### config.mk
export PLATFORM = sky130hd
export DESIGN_NAME = ov7670_pixel_capture
export DESIGN_NICKNAME = d
export VERILOG_FILES = /design/src/rtl/ov7670_pixel_capture.sv
export SDC_FILE = /design/constraint.sdc
export NUM_CORES = 1
export LEC_CHECK = 0
export ABC_CLOCK_PERIOD_IN_PS = 2700
export CAP_MARGIN = 20
export CORE_MARGIN = 2
export CORE_UTILIZATION = 30
export DETAILED_ROUTE_END_ITERATION = 10
export GPL_TIMING_DRIVEN = 0
export PLACE_DENSITY_LB_ADDON = 0.25
export SYNTH_ARGS = -nofsm -noshare
export SYNTH_HDL_FRONTEND = slang
export SYNTH_SLANG_ARGS = --single-unit
### constraint.sdc
create_clock -name clk -period 2.7 [get_ports clk]
set_input_delay 0.405 -clock clk [delete_from_list [all_inputs] [get_ports clk]]
set_output_delay 0.405 -clock clk [all_outputs]
set_load 0.02 [all_outputs]
### src/rtl/ov7670_pixel_capture.sv
// ov7670_pixel_capture
// ---------------------------------------------------------------------------
// Purpose: front-end capture for the orange classifier. Samples the OV7670
// 8-bit bus in RGB444 mode (two bytes per pixel) and assembles 12-bit pixels.
// It tracks column/row position, classifies each pixel as orange or not, and
// emits per-pixel valid, row-active and frame-boundary strobes. The whole
// block runs in the camera PCLK domain.
//
// Ports:
//   clk         camera PCLK; everything samples on the rising edge
//   rst_n       asynchronous active-low reset
//   vsync       camera VSYNC, high between frames
//   href        camera HREF, high during active row bytes
//   d[7:0]      camera data bus
//   test_mode   selects the synthetic test pattern (TEST_PATTERN_EN only)
//   red/green/blue[3:0]  assembled pixel nibbles
//   pixel_valid one-cycle strobe qualifying red/green/blue/is_orange/x/y
//   is_orange   orange classification of the strobed pixel
//   href_out    high from the first strobe of a row until the row ends
//   x[8:0]      column of the strobed pixel
//   y[7:0]      row of the strobed pixel
//   frame_done  one-cycle pulse when a non-empty frame ends
//
// Build option: define TEST_PATTERN_EN to add a vertical-stripe test pattern
// selected by test_mode. Without it test_mode is ignored.
// ---------------------------------------------------------------------------
module ov7670_pixel_capture #(
  parameter int         H_ACTIVE = 320,
  parameter int         V_ACTIVE = 240,
  parameter logic [3:0] R_MIN    = 4'd10,
  parameter logic [3:0] G_MIN    = 4'd3,
  parameter logic [3:0] G_MAX    = 4'd9,
  parameter logic [3:0] B_MAX    = 4'd4
) (
  input  logic       clk,
  input  logic       rst_n,
  input  logic       vsync,
  input  logic       href,
  input  logic [7:0] d,
  input  logic       test_mode,
  output logic [3:0] red,
  output logic [3:0] green,
  output logic [3:0] blue,
  output logic       pixel_valid,
  output logic       is_orange,
  output logic       href_out,
  output logic [8:0] x,
  output logic [7:0] y,
  output logic       frame_done
);

  localparam logic [1:0] WAIT_FRAME = 2'd0;
  localparam logic [1:0] WAIT_ROW   = 2'd1;
  localparam logic [1:0] BYTE_HI    = 2'd2;
  localparam logic [1:0] BYTE_LO    = 2'd3;

  localparam logic [8:0] H_LIM = 9'(H_ACTIVE);
  localparam logic [7:0] V_LIM = 8'(V_ACTIVE);

  // Input sync stage plus one more delay for edge detection
  logic       vsync_q, vsync_dly_q, href_q, href_dly_q;
  logic [7:0] d_q;

  logic [1:0] state_q, state_d;
  logic [8:0] col_q, col_d;
  logic [7:0] row_q, row_d;
  logic [3:0] hi_q, hi_d;
  logic [3:0] red_q, red_d, green_q, green_d, blue_q, blue_d;
  logic       orange_q, orange_d;
  logic       pv_q, pv_d;
  logic       href_out_q, href_out_d;
  logic [8:0] x_q, x_d;
  logic [7:0] y_q, y_d;
  logic       fd_q, fd_d;
  logic       row_pix_q, row_pix_d;

  logic       vs_rise, vs_fall, hr_fall;
  logic [3:0] src_hi, src_g, src_b;

  assign vs_rise = vsync_q & ~vsync_dly_q;
  assign vs_fall = ~vsync_q & vsync_dly_q;
  assign hr_fall = ~href_q & href_dly_q;

`ifdef TEST_PATTERN_EN
  localparam logic [8:0] X_THIRD1 = 9'(H_ACTIVE / 3);
  localparam logic [8:0] X_THIRD2 = 9'((2 * H_ACTIVE) / 3);

  // Stripe pattern keyed on the current column replaces camera data so the
  // rest of the pipeline (timing, counters, classifier) is exercised as-is.
  always_comb begin
    src_hi = d_q[3:0];
    src_g  = d_q[7:4];
    src_b  = d_q[3:0];
    if (test_mode) begin
      if (col_q < X_THIRD1) begin
        src_hi = 4'hF; src_g = 4'h6; src_b = 4'h0;
      end else if (col_q < X_THIRD2) begin
        src_hi = 4'h0; src_g = 4'hF; src_b = 4'h0;
      end else begin
        src_hi = 4'h0; src_g = 4'h0; src_b = 4'hF;
      end
    end
  end
`else
  logic unused_test_mode;
  assign unused_test_mode = test_mode;
  assign src_hi = d_q[3:0];
  assign src_g  = d_q[7:4];
  assign src_b  = d_q[3:0];
`endif

  // Capture FSM. A vsync rise outside WAIT_FRAME overrides everything,
  // including a simultaneous href fall.
  always_comb begin
    state_d    = state_q;
    col_d      = col_q;
    row_d      = row_q;
    hi_d       = hi_q;
    red_d      = red_q;
    green_d    = green_q;
    blue_d     = blue_q;
    orange_d   = orange_q;
    pv_d       = 1'b0;
    href_out_d = href_out_q;
    x_d        = x_q;
    y_d        = y_q;
    fd_d       = 1'b0;
    row_pix_d  = row_pix_q;

    if (state_q != WAIT_FRAME && vs_rise) begin
      fd_d       = (row_q != 8'd0) || row_pix_q;
      state_d    = WAIT_FRAME;
      col_d      = 9'd0;
      href_out_d = 1'b0;
      row_pix_d  = 1'b0;
    end else begin
      case (state_q)
        WAIT_FRAME: begin
          if (vs_fall) begin
            state_d   = WAIT_ROW;
            col_d     = 9'd0;
            row_d     = 8'd0;
            row_pix_d = 1'b0;
          end
        end
        WAIT_ROW: begin
          // First byte of a row is consumed on the same cycle href is seen
          if (href_q) begin
            hi_d    = src_hi;
            state_d = BYTE_LO;
          end
        end
        default: begin
          if (hr_fall) begin
            // Row end; any half-assembled pixel is simply dropped
            state_d    = WAIT_ROW;
            col_d      = 9'd0;
            row_d      = (row_q < V_LIM) ? row_q + 8'd1 : row_q;
            href_out_d = 1'b0;
            row_pix_d  = 1'b0;
          end else if (state_q == BYTE_HI) begin
            hi_d    = src_hi;
            state_d = BYTE_LO;
          end else begin
            if (col_q < H_LIM && row_q < V_LIM) begin
              pv_d       = 1'b1;
              red_d      = hi_q;
              green_d    = src_g;
              blue_d     = src_b;
              orange_d   = (hi_q >= R_MIN) && (src_g >= G_MIN) &&
                           (src_g <= G_MAX) && (src_b <= B_MAX) &&
                           (hi_q > src_g);
              x_d        = col_q;
              y_d        = row_q;
              href_out_d = 1'b1;
              row_pix_d  = 1'b1;
            end
            if (col_q < H_LIM) col_d = col_q + 9'd1;
            state_d = BYTE_HI;
          end
        end
      endcase
    end
  end

  // All state, including the input sync stage, clears asynchronously
  always_ff @(posedge clk or negedge rst_n) begin
    if (!rst_n) begin
      vsync_q     <= 1'b0;
      vsync_dly_q <= 1'b0;
      href_q      <= 1'b0;
      href_dly_q  <= 1'b0;
      d_q         <= 8'd0;
      state_q     <= WAIT_FRAME;
      col_q       <= 9'd0;
      row_q       <= 8'd0;
      hi_q        <= 4'd0;
      red_q       <= 4'd0;
      green_q     <= 4'd0;
      blue_q      <= 4'd0;
      orange_q    <= 1'b0;
      pv_q        <= 1'b0;
      href_out_q  <= 1'b0;
      x_q         <= 9'd0;
      y_q         <= 8'd0;
      fd_q        <= 1'b0;
      row_pix_q   <= 1'b0;
    end else begin
      vsync_q     <= vsync;
      vsync_dly_q <= vsync_q;
      href_q      <= href;
      href_dly_q  <= href_q;
      d_q         <= d;
      state_q     <= state_d;
      col_q       <= col_d;
      row_q       <= row_d;
      hi_q        <= hi_d;
      red_q       <= red_d;
      green_q     <= green_d;
      blue_q      <= blue_d;
      orange_q    <= orange_d;
      pv_q        <= pv_d;
      href_out_q  <= href_out_d;
      x_q         <= x_d;
      y_q         <= y_d;
      fd_q        <= fd_d;
      row_pix_q   <= row_pix_d;
    end
  end

  assign red         = red_q;
  assign green       = green_q;
  assign blue        = blue_q;
  assign pixel_valid = pv_q;
  assign is_orange   = orange_q;
  assign href_out    = href_out_q;
  assign x           = x_q;
  assign y           = y_q;
  assign frame_done  = fd_q;

endmodule

==> results of run 1 <==
## logic make-up (layout without fill, tap and decap cells)
logic type / Yosys count / in the layout / share of synthesized area
and+or+nand+nor: 81 / 81 / 0.149
DFF: 69 / 69 / 0.530
AOI/OAI and AO/OA: 47 / 47 / 0.0937
muxes: 34 / 34 / 0.151
buffers and inverters: 20 / 80 / 0.0345
adders and majority gates: 11 / 11 / 0.0422
## per-stage QoR
stage                     cells  hold WS, ns  setup TNS (ns)  total power, mW   util
after global routing        462        0.241               0             4.40  0.378
after floorplan             262        0.109               0             2.76      -
final                       462        0.188               0             4.09  0.378
after global placement      446        0.418          -81.39             3.35  0.362
after detailed placement    446        0.428               0             3.38  0.362
after CTS                   462        0.209               0             4.16  0.378
## registers in the layout (all words and copies together), names as in the netlist, 2 cells and up
name,count
col_q,9
y,8
state_q,2
x,9
d_q,8
red,4
blue,4
row_q,8
hi_q,4
green,4
## routing by layer
metal / part of all wire / GRT usage / wire, um / up-vias
li1: - / - / - / 1082
met1: 0.48 / 0.165 / 3200 / 1131
met2: 0.46 / 0.190 / 3120 / 56
met3: 0.049 / 0.0422 / 329 / 2
met4: 0.0082 / 0.0430 / 55 / 0
met5: 0 / 0 / 0 / -
## Yosys cell counts, types with 3 or more instances
cell type,count
dfrtp_1,69
mux2_4,29
nand2_1,15
nand3_1,13
inv_1,12
a21oi_1,11
ha_1,11
nand4_1,9
a31oi_1,8
o21ai_0,7
and4_1,5
nor2_1,5
o211ai_1,5
and3_1,4
buf_6,4
mux2_2,4
nand2b_1,4
nor2b_1,4
nor4_1,4
or3_1,4
a21o_1,3
buf_2,3
o22a_1,3
## cell type report
type                       instances  area share
sequential                        69       0.427
clock buffer                       9      0.0306
clock inverter                     7      0.0127
timing repair buffer              44       0.108
multi-input combinational        173       0.351
inverter                          12      0.0111
buffer                             8      0.0167
tap                              140      0.0433
## power groups by stage
stage | combinational (mW) | sequential, mW | clock (mW)
2_1_floorplan | 1.08 | 1.68 | 0
3_3_place_gp | 1.82 | 1.53 | 0
3_5_place_dp | 1.85 | 1.53 | 0
4_1_cts | 1.86 | 1.51 | 0.788
5_1_grt | 2.01 | 1.55 | 0.834
6_report | 1.84 | 1.51 | 0.745
## cell usage in the layout (no fill, tap or decap), types with 4 or more instances in the layout
master,n
buf_6,4
mux2_4,29
nor2_1,5
a21oi_1,11
or3_1,4
dfrtp_1,69
o21ai_0,7
nor4_1,4
inv_1,12
nand2b_1,4
a31oi_1,8
clkbuf_8,9
and4_1,5
ha_1,11
nand3_1,13
mux2_2,4
nand4_1,9
nor2b_1,4
clkdlybuf4s50_1,43
nand2_1,15
o211ai_1,5
and3_1,4
## worst register-to-register path: stages, from the launching register on
cell and delay [ns]:
dfrtp_1 0.42, inv_1 0.10, ha_1 0.20, buf_6 0.14, inv_1 0.09, nand2_1 0.23
o211ai_1 0.38, mux2_2 0.41
## worst max-delay path by stage
stage	end	slack (ns)	cells past startpoint	from
floorplan	blue[3]	0.90	7	state_q[1]
global placement	x[1]	-1.18	1	rst_n
detailed placement	hi_q[2]	0.64	7	state_q[1]
CTS	hi_q[2]	0.63	7	state_q[1]
global route	hi_q[2]	0.47	7	state_q[1]
finish	hi_q[2]	0.64	7	state_q[1]
==> reports/results.ini, run 1 <==
[grt]
grt_pass1_vias=2226
grt_max_degree=70
track_usage=0.125
grt_pass1_wl_mm=11.3
grt_antenna_before_repair=0
grt_overflow=0

[critical_path]
cp_slowest_cell=dfrtp_1
critPathMaxStageDelay_ns=0.42
cp-end-kind=flip-flop
worst_r2r_startpoint=state_q[1]
timing.rr.end=hi_q[2]
reg2reg_setup_slack_ns=0.64
path_cells=inv_1 > ha_1 > buf_6 > inv_1 > nand2_1 > o211ai_1 > mux2_2
path_delay_family=flip-flops
start_kind=flip-flop
rr_worst_depth=7
path_common_cell=inv_1
critical_path_buf_inv_count=3
worstPathArrival_ns=2.28
critPathKind=flip-flop to flip-flop
required_ns=2.92
crit_fanout=10

[min_path]
hold_class=input port to asynchronous set/reset pin

[place]
gp_congestion=0.828
dpl_cell_area_mm2=0.00387
hpwlAfterDp_mm=4.57
place_ws_ns=0.642
port_buffers=44

[clocking]
postCtsResizedCells=0
cts_buffer_depth=2
postCtsSetupBuffers=0
cts.sinks=69
cts_tree=done
htreeDepth=3
path_clk_slew_ns=0.08
cts-buffers-inserted=9
cts_root_buf=clkbuf_8
postCtsHoldBufs=0
insertion_delay_ns=0.34

[route]
vias=2271
drt_pass1_iterations=4
viasPerCell=4.92
drc_errors=0
finalWirelength_mm=6.71
drtIter0Drc=133
routedWlPerCell_um=14.5
postRouteAntennaNets=0

[synth]
ys_seq_area_frac=0.530
syn_nets=286
synth_edf_count=0
yosys_warnings=0
netlist_area_mm2=0.00326
synth_area_per_cell_um2=12.4
synth-seq-cells=69
synth_cell_type_count=45
synthArstFlopShare=1.00
synth.area.top_cells=dfrtp_1, mux2_4, ha_1
synth_ff_type=dfrtp_1
yosys.area.top_type=dfrtp_1
synth_cells=262
synth_top_area_share=0.530

[timing]
rsz0062_at_grt=no
max_freq_ghz=0.484
tightest_slew_ns=0.871
setup_slack_ns=0.635
finalMaxSlewViolations=0
finalCritPeriodShare=0.765
skew_ns=0.0102
finalSetupViolations=0
period_needed_ns=2.06
relSlewSlack=0.420
hold_viol=0

[pwr]
vdd_drop_max_mv=0.350
combPwrFrac=0.449
p_sw_frac=0.368
power_frac_clock=0.182
p_seq_frac=0.369
power.switching_mw=1.50
internal_power_mw=2.58
p_per_area_mw_per_mm2=1010
p_leak_nw=1.86

[floorplan]
coreArea_mm2=0.0107
rows=38
initial_core_util=0.305
die_h_um=108
die_area_mm2=0.0117
die_w_um=108
ios=46

[outcome]
outcome=complete, no violations

[finish]
fillCellCount=1054
multi_input_area_mm2=0.00142
final_area_mm2=0.00405
area_growth_pct=24.2
antenna_cells=0
nets=341
regArea_mm2=0.00173
drive_above_1_share=0.199

[run]
max-cap-violations=0

Note: power is estimated with default switching activity, not from simulation.
==> run 2: changes to the inputs <==
--- a/config.mk
+++ b/config.mk
@@ -5,7 +5,7 @@
 export SDC_FILE = /design/constraint.sdc
 export NUM_CORES = 1
 export LEC_CHECK = 0
-export ABC_CLOCK_PERIOD_IN_PS = 2700
+export ABC_CLOCK_PERIOD_IN_PS = 1950
 export CAP_MARGIN = 20
 export CORE_MARGIN = 2
 export CORE_UTILIZATION = 30
==> constraint.sdc (replaced) <==
create_clock -name clk -period 1.95 [get_ports clk]
set_input_delay 0.2925 -clock clk [delete_from_list [all_inputs] [get_ports clk]]
set_output_delay 0.2925 -clock clk [all_outputs]
set_load 0.02 [all_outputs]
==> run 2 against run 1 <==
  * Register-to-register slack lost 0.53 ns
  * Non-clock buffer count rose by 3
  * Via count grew 1.1%
  * Combinational power grew 47%
  * Utilization up 0.71 points
==> reports/results.ini, run 2 (synthesized netlist as in run 1, its figures left out) <==
[critical_path]
required_ns=2.21  ; -0.71 ns
worst_r2r_startpoint=state_q[0]
startpoint=state_q[0]
start_kind=flip-flop
cp-end-kind=flip-flop
worstPathArrival_ns=2.11  ; -0.17 ns
crit_fanout=10  ; unchanged
critPathKind=flip-flop to flip-flop

[route]
vias=2297  ; +1.1%
routedWlPerCell_um=14.4  ; -0.94%
finalWirelength_mm=6.69  ; -0.30%
postRouteAntennaNets=0  ; unchanged
drc_errors=0  ; unchanged
drt_pass1_iterations=5  ; +1
viasPerCell=4.94  ; +0.49%
drtIter0Drc=88  ; -34%

[place]
place_ws_ns=-0.108  ; -0.750 ns
gp_congestion=0.828  ; unchanged
dpl_cell_area_mm2=0.00387  ; unchanged
port_buffers=44  ; unchanged
hpwlAfterDp_mm=4.57  ; unchanged

[pwr]
p_seq_frac=0.358  ; -0.011
combPwrFrac=0.464  ; +0.015
finalPower_mw=5.82  ; +42%
p_sw_frac=0.367  ; -0.00129
vdd_drop_max_mv=0.502  ; +44%
p_per_area_mw_per_mm2=1410  ; +40%
power_frac_clock=0.178  ; -0.004
power.switching_mw=2.13  ; +42%
p_leak_nw=1.88  ; +1.2%
internal_power_mw=3.68  ; +43%

[clocking]
path_clk_slew_ns=0.08  ; about the same
cts-buffers-inserted=9  ; unchanged
insertion_delay_ns=0.34  ; about the same
cts_root_buf=clkbuf_8
cts_tree=done
cts_buffer_depth=2  ; unchanged
cts.sinks=69  ; unchanged
htreeDepth=3  ; unchanged

[grt]
grt_max_degree=70  ; unchanged
grt_overflow=0  ; unchanged
grt_antenna_before_repair=0  ; unchanged
track_usage=0.125  ; +0.000780
grt_pass1_wl_mm=11.4  ; +0.67%
grt_pass1_vias=2251  ; +1.1%

[floorplan]
die_w_um=108  ; unchanged
die_area_mm2=0.0117  ; unchanged
ios=46  ; unchanged
coreArea_mm2=0.0107  ; unchanged
initial_core_util=0.305  ; unchanged
rows=38  ; unchanged
die_h_um=108  ; unchanged

[run]
max-cap-violations=0  ; unchanged

[outcome]
outcome=complete, no violations

[timing]
hold_viol=0  ; unchanged
max_freq_ghz=0.541  ; +12%
period_needed_ns=1.85  ; -0.217 ns
finalCritPeriodShare=0.948  ; +0.183
rsz0062_at_grt=no
tightest_slew_ns=0.871  ; +0.000591 ns
setup_slack_ns=0.102  ; -0.533 ns
relSlewSlack=0.419  ; about the same
finalSetupViolations=0  ; unchanged
finalMaxSlewViolations=0  ; unchanged
skew_ns=0.0109  ; +0.000655 ns

[finish]
final_common_cell=dfrtp_1
nets=344  ; +0.88%
area_growth_pct=26.5
most-common-layout-cells=dfrtp_1, clkdlybuf4s50_1, mux2_4
drive_above_1_share=0.228  ; +0.0289
regArea_mm2=0.00173  ; unchanged
final_area_mm2=0.00412  ; +1.9%
fillCellCount=1061  ; +0.66%
multi_input_area_mm2=0.00146  ; +2.5%
antenna_cells=0  ; unchanged

[min_path]
hold_class=input port to asynchronous set/reset pin

## run 2: area by class of cell
type	instances	share of cell area
tap	140	0.0425
timing repair buffer	47	0.112
clock buffer	9	0.0300
clock inverter	7	0.0124
multi-input combinational	173	0.353
sequential	69	0.419
buffer	8	0.0209
inverter	12	0.0109
## run 2: layer usage
layer | wire length, um | share of wire | vias up | track usage
met5 | 0 | 0 | - | 0
met3 | 340 | 0.051 | 4 | 0.0422
met4 | 63 | 0.0094 | 0 | 0.0430
li1 | - | - | 1093 | -
met2 | 3130 | 0.47 | 62 | 0.192
met1 | 3150 | 0.47 | 1138 | 0.166
## run 2: per-stage QoR
step | TNS, ns | util | hold slack (ns) | cells
6_report | 0 | 0.385 | 0.0728 | 465
4_1_cts | 0 | 0.383 | 0.0965 | 464
3_5_place_dp | -0.923 | 0.362 | 0.428 | 446
3_3_place_gp | -126.02 | 0.362 | 0.418 | 446
5_1_grt | 0 | 0.385 | 0.128 | 465
2_1_floorplan | 0 | - | -0.00309 | 262
## run 2: path summary, 6_finish.rpt
check | end | cells past startpoint | slack, ns
max | row_q[6] | 8 | 0.10
min in group clk | href_q | 1 | 0.39
min | green[3] | 1 | 0.07
min reg2reg | href_dly_q | 0 | 0.44
max in group asynchronous | row_pix_q | 1 | 1.31
max reg2reg | row_q[6] | 8 | 0.10
## run 2: power by group through the flow
stage	Sequential [mW]	Combinational, mW	Clock (mW)
finish	2.08	2.70	1.03
global route	2.14	2.96	1.15
CTS	2.08	2.68	1.09
detailed placement	2.12	2.56	0
global placement	2.11	2.52	0
floorplan	2.33	1.50	0
## run 2: what timing repair did
| item | in CTS | in global routing |
|---|---|---|
| endpoints found under the hold margin | 0 | 0 |
| endpoints found under the setup margin | 40 | 42 |
| resized for setup | 6 | 11 |
| setup buffers | 2 | 1 |
| hold buffers | 0 | 0 |
| pin swaps | 2 | 2 |
## run 2: worst max-delay path: stages, from the launching register on
cell and delay, ns:
dfrtp_1 0.41, inv_2 0.09, ha_2 0.18, buf_6 0.14
and3b_2 0.22, a31oi_2 0.07, buf_6 0.18, or3_1 0.33
a21oi_1 0.14
==> run 3: changes to the inputs <==
--- a/config.mk
+++ b/config.mk
@@ -7,10 +7,8 @@
 export LEC_CHECK = 0
 export ABC_CLOCK_PERIOD_IN_PS = 1950
 export CAP_MARGIN = 20
-export CORE_MARGIN = 2
 export CORE_UTILIZATION = 30
 export DETAILED_ROUTE_END_ITERATION = 10
-export GPL_TIMING_DRIVEN = 0
 export PLACE_DENSITY_LB_ADDON = 0.25
 export SYNTH_ARGS = -nofsm -noshare
 export SYNTH_HDL_FRONTEND = slang
==> run 3 against run 2 <==
  * Utilization rose by 1.7 points
  * Wire length is 0.55% higher
  * Cell area increased by 1.7%
  * Sequential cell count is the same
  * First-iteration DRC count down 27%
  * Die area decreased by 3.7%
  * Worst setup slack got worse by 0.017 ns
  * Final cell count grew 0.43%
  * Global-route usage rose by 0.58 points
==> reports/results.ini, run 3 (synthesized netlist as in run 1, its figures left out) <==
[pwr]
finalPower_mw=5.91  ; +1.6%
p_leak_nw=1.93  ; +2.7%
vdd_drop_max_mv=0.614  ; +22%
p_per_area_mw_per_mm2=1410  ; about the same

[timing]
tightest_slew_ns=0.565  ; -0.306 ns
period_needed_ns=1.87  ; +0.0174 ns
skew_ns=0.00609  ; -0.00479 ns
hold_viol=0  ; unchanged
relSlewSlack=0.621  ; +0.202
finalSetupViolations=0  ; unchanged
finalCritPeriodShare=0.957  ; +0.00894
max_freq_ghz=0.536  ; -0.93%
rsz0062_at_grt=yes
finalMaxSlewViolations=0  ; unchanged

[grt]
grt_max_degree=27  ; -61%
grt_antenna_before_repair=0  ; unchanged
gr-max-usage-layer=met2
grt_pass1_wl_mm=11.3  ; -0.85%
grt_pass1_vias=2297  ; +2.0%
grt_util_met3=0.0521  ; +0.00992
met1_usage=0.164  ; -0.00242
use_met2=0.206  ; +0.0137
grt_overflow=0  ; unchanged
track_usage=0.131  ; +0.00581

[min_path]
holdCritStartpoint=href
hold_path_depth=1
hold_class=input port to flip-flop
whs_endpoint=href_q

[critical_path]
critPathKind=flip-flop to flip-flop
cp-end-kind=flip-flop
path_cells=inv_1 > ha_2 > nor3_2 > nand4_2 > buf_12 > mux2_4
path_delay_family=simple AND/OR/NAND/NOR gates
worst_r2r_startpoint=state_q[0]
rr_worst_depth=6  ; -2
critPathMaxStageDelay_ns=0.38  ; -0.03 ns
worstPathArrival_ns=2.09  ; -0.02 ns
cp_slowest_cell=dfrtp_1
crit_fanout=26  ; +16
timing.rr.end=green[3]
start_kind=flip-flop
required_ns=2.18  ; -0.03 ns
reg2reg_setup_slack_ns=0.08  ; -0.02 ns
critical_path_buf_inv_count=2  ; -1

[place]
gp_congestion=0.807  ; -2.5%
dpl_cell_area_mm2=0.00396  ; +2.1%
hpwlAfterDp_mm=4.71  ; +3.1%
port_buffers=44  ; unchanged

[finish]
area_growth_pct=28.6
multi_input_area_mm2=0.00144  ; -1.0%
nets=351  ; +2.0%
final_area_mm2=0.00419  ; +1.7%
most-common-layout-cells=dfrtp_1, clkdlybuf4s50_1, mux2_4
final_common_cell=dfrtp_1
drive_above_1_share=0.227  ; -0.00111
regArea_mm2=0.00173  ; unchanged
antenna_cells=0  ; unchanged
fillCellCount=999  ; -5.8%

[clocking]
cts_root_buf=clkbuf_8
cts_buffer_depth=2  ; unchanged
path_clk_slew_ns=0.07  ; about the same
insertion_delay_ns=0.35  ; about the same
htreeDepth=3  ; unchanged
cts.sinks=69  ; unchanged
cts-buffers-inserted=9  ; unchanged
cts_tree=done

[run]
max-cap-violations=0  ; unchanged

[outcome]
outcome=complete, no violations

[floorplan]
die_h_um=106  ; -1.8%
coreArea_mm2=0.0104  ; -2.6%
initial_core_util=0.313  ; +0.00823
rows=37  ; -2.6%
die_area_mm2=0.0113  ; -3.7%
die_w_um=106  ; -1.8%
ios=46  ; unchanged

[route]
drt_pass1_iterations=4  ; -1
drc_errors=0  ; unchanged
routedWlPerCell_um=14.4  ; +0.12%
finalWirelength_mm=6.73  ; +0.55%
vias=2264  ; -1.4%
postRouteAntennaNets=0  ; unchanged
viasPerCell=4.85  ; -1.9%
drtIter0Drc=64  ; -27%

-- run 3: changes by cell type in the layout (fill, tap and decap cells not counted), moves of 2 or more --
cell | before | now
clkbuf_8 | 9 | 11
buf_6 | 5 | 0
clkinv_2 | 2 | 0
inv_2 | 2 | 0
clkinv_4 | 2 | 0
buf_12 | 1 | 3
inv_1 | 10 | 12
buf_4 | 4 | 14
-- run 3: per-layer routing --
layer | up-vias | wire length, um
met5 | - | 0
li1 | 1102 | -
met2 | 43 | 3160
met1 | 1113 | 3210
met4 | 0 | 81
met3 | 6 | 276
-- run 3: worst max-delay path by stage --
| stage | startpoint | end | depth (start not counted) |
|---|---|---|---|
| floorplan | state_q[1] | blue[3] | 7 |
| global placement | state_q[0] | col_q[8] | 7 |
| detailed placement | state_q[0] | red[2] | 6 |
| CTS | state_q[0] | green[3] | 6 |
| global route | state_q[0] | row_q[5] | 7 |
| finish | state_q[0] | green[3] | 6 |
-- run 3: cell type report --
class,instances,share of cell area
Inverter,12,0.0107
Clock inverter,3,0.0107
Timing Repair Buffer,62,0.146
Tap cell,136,0.0406
Multi-Input combinational cell,173,0.343
Clock buffer,12,0.0370
Sequential cell,69,0.412
-- run 3: worst reg2reg max path, delay by kind of cell (launching register included) --
family / cells / cell delay (ns)
AND/OR/NAND/NOR: 2 / 0.49
flip-flops: 1 / 0.38
buffers and inverters: 2 / 0.33
multiplexers: 1 / 0.32
adder cells (fa/ha/maj): 1 / 0.23
-- run 3: what timing repair did --
item / 4_1_cts / 5_1_grt
resized for setup: 0 / 5
hold buffers: 1 / 0
buffers inserted: 0 / 1
endpoints found under the setup margin: 0 / 42
endpoints found under the hold margin: 19 / 0
-- run 3: where the power goes --
group | internal (mW) | switching, mW | total (mW)
combinational | 1.38 | 1.27 | 2.65
sequential | 1.80 | 0.276 | 2.08
clock | 0.654 | 0.529 | 1.18
total | 3.84 | 2.07 | 5.91
-- run 3: metrics by stage --
stage | cells | util | setup TNS [ns] | setup WS (ns) | hold WS, ns
floorplan | 262 | - | 0 | 0.154 | -0.00309
global placement | 450 | 0.380 | 0 | 0.0801 | 0.307
detailed placement | 450 | 0.380 | 0 | 0.0721 | 0.315
CTS | 466 | 0.400 | 0 | 0.0454 | 0.351
global route | 467 | 0.403 | -0.0348 | -0.0117 | 0.356
finish | 467 | 0.403 | 0 | 0.0845 | 0.376
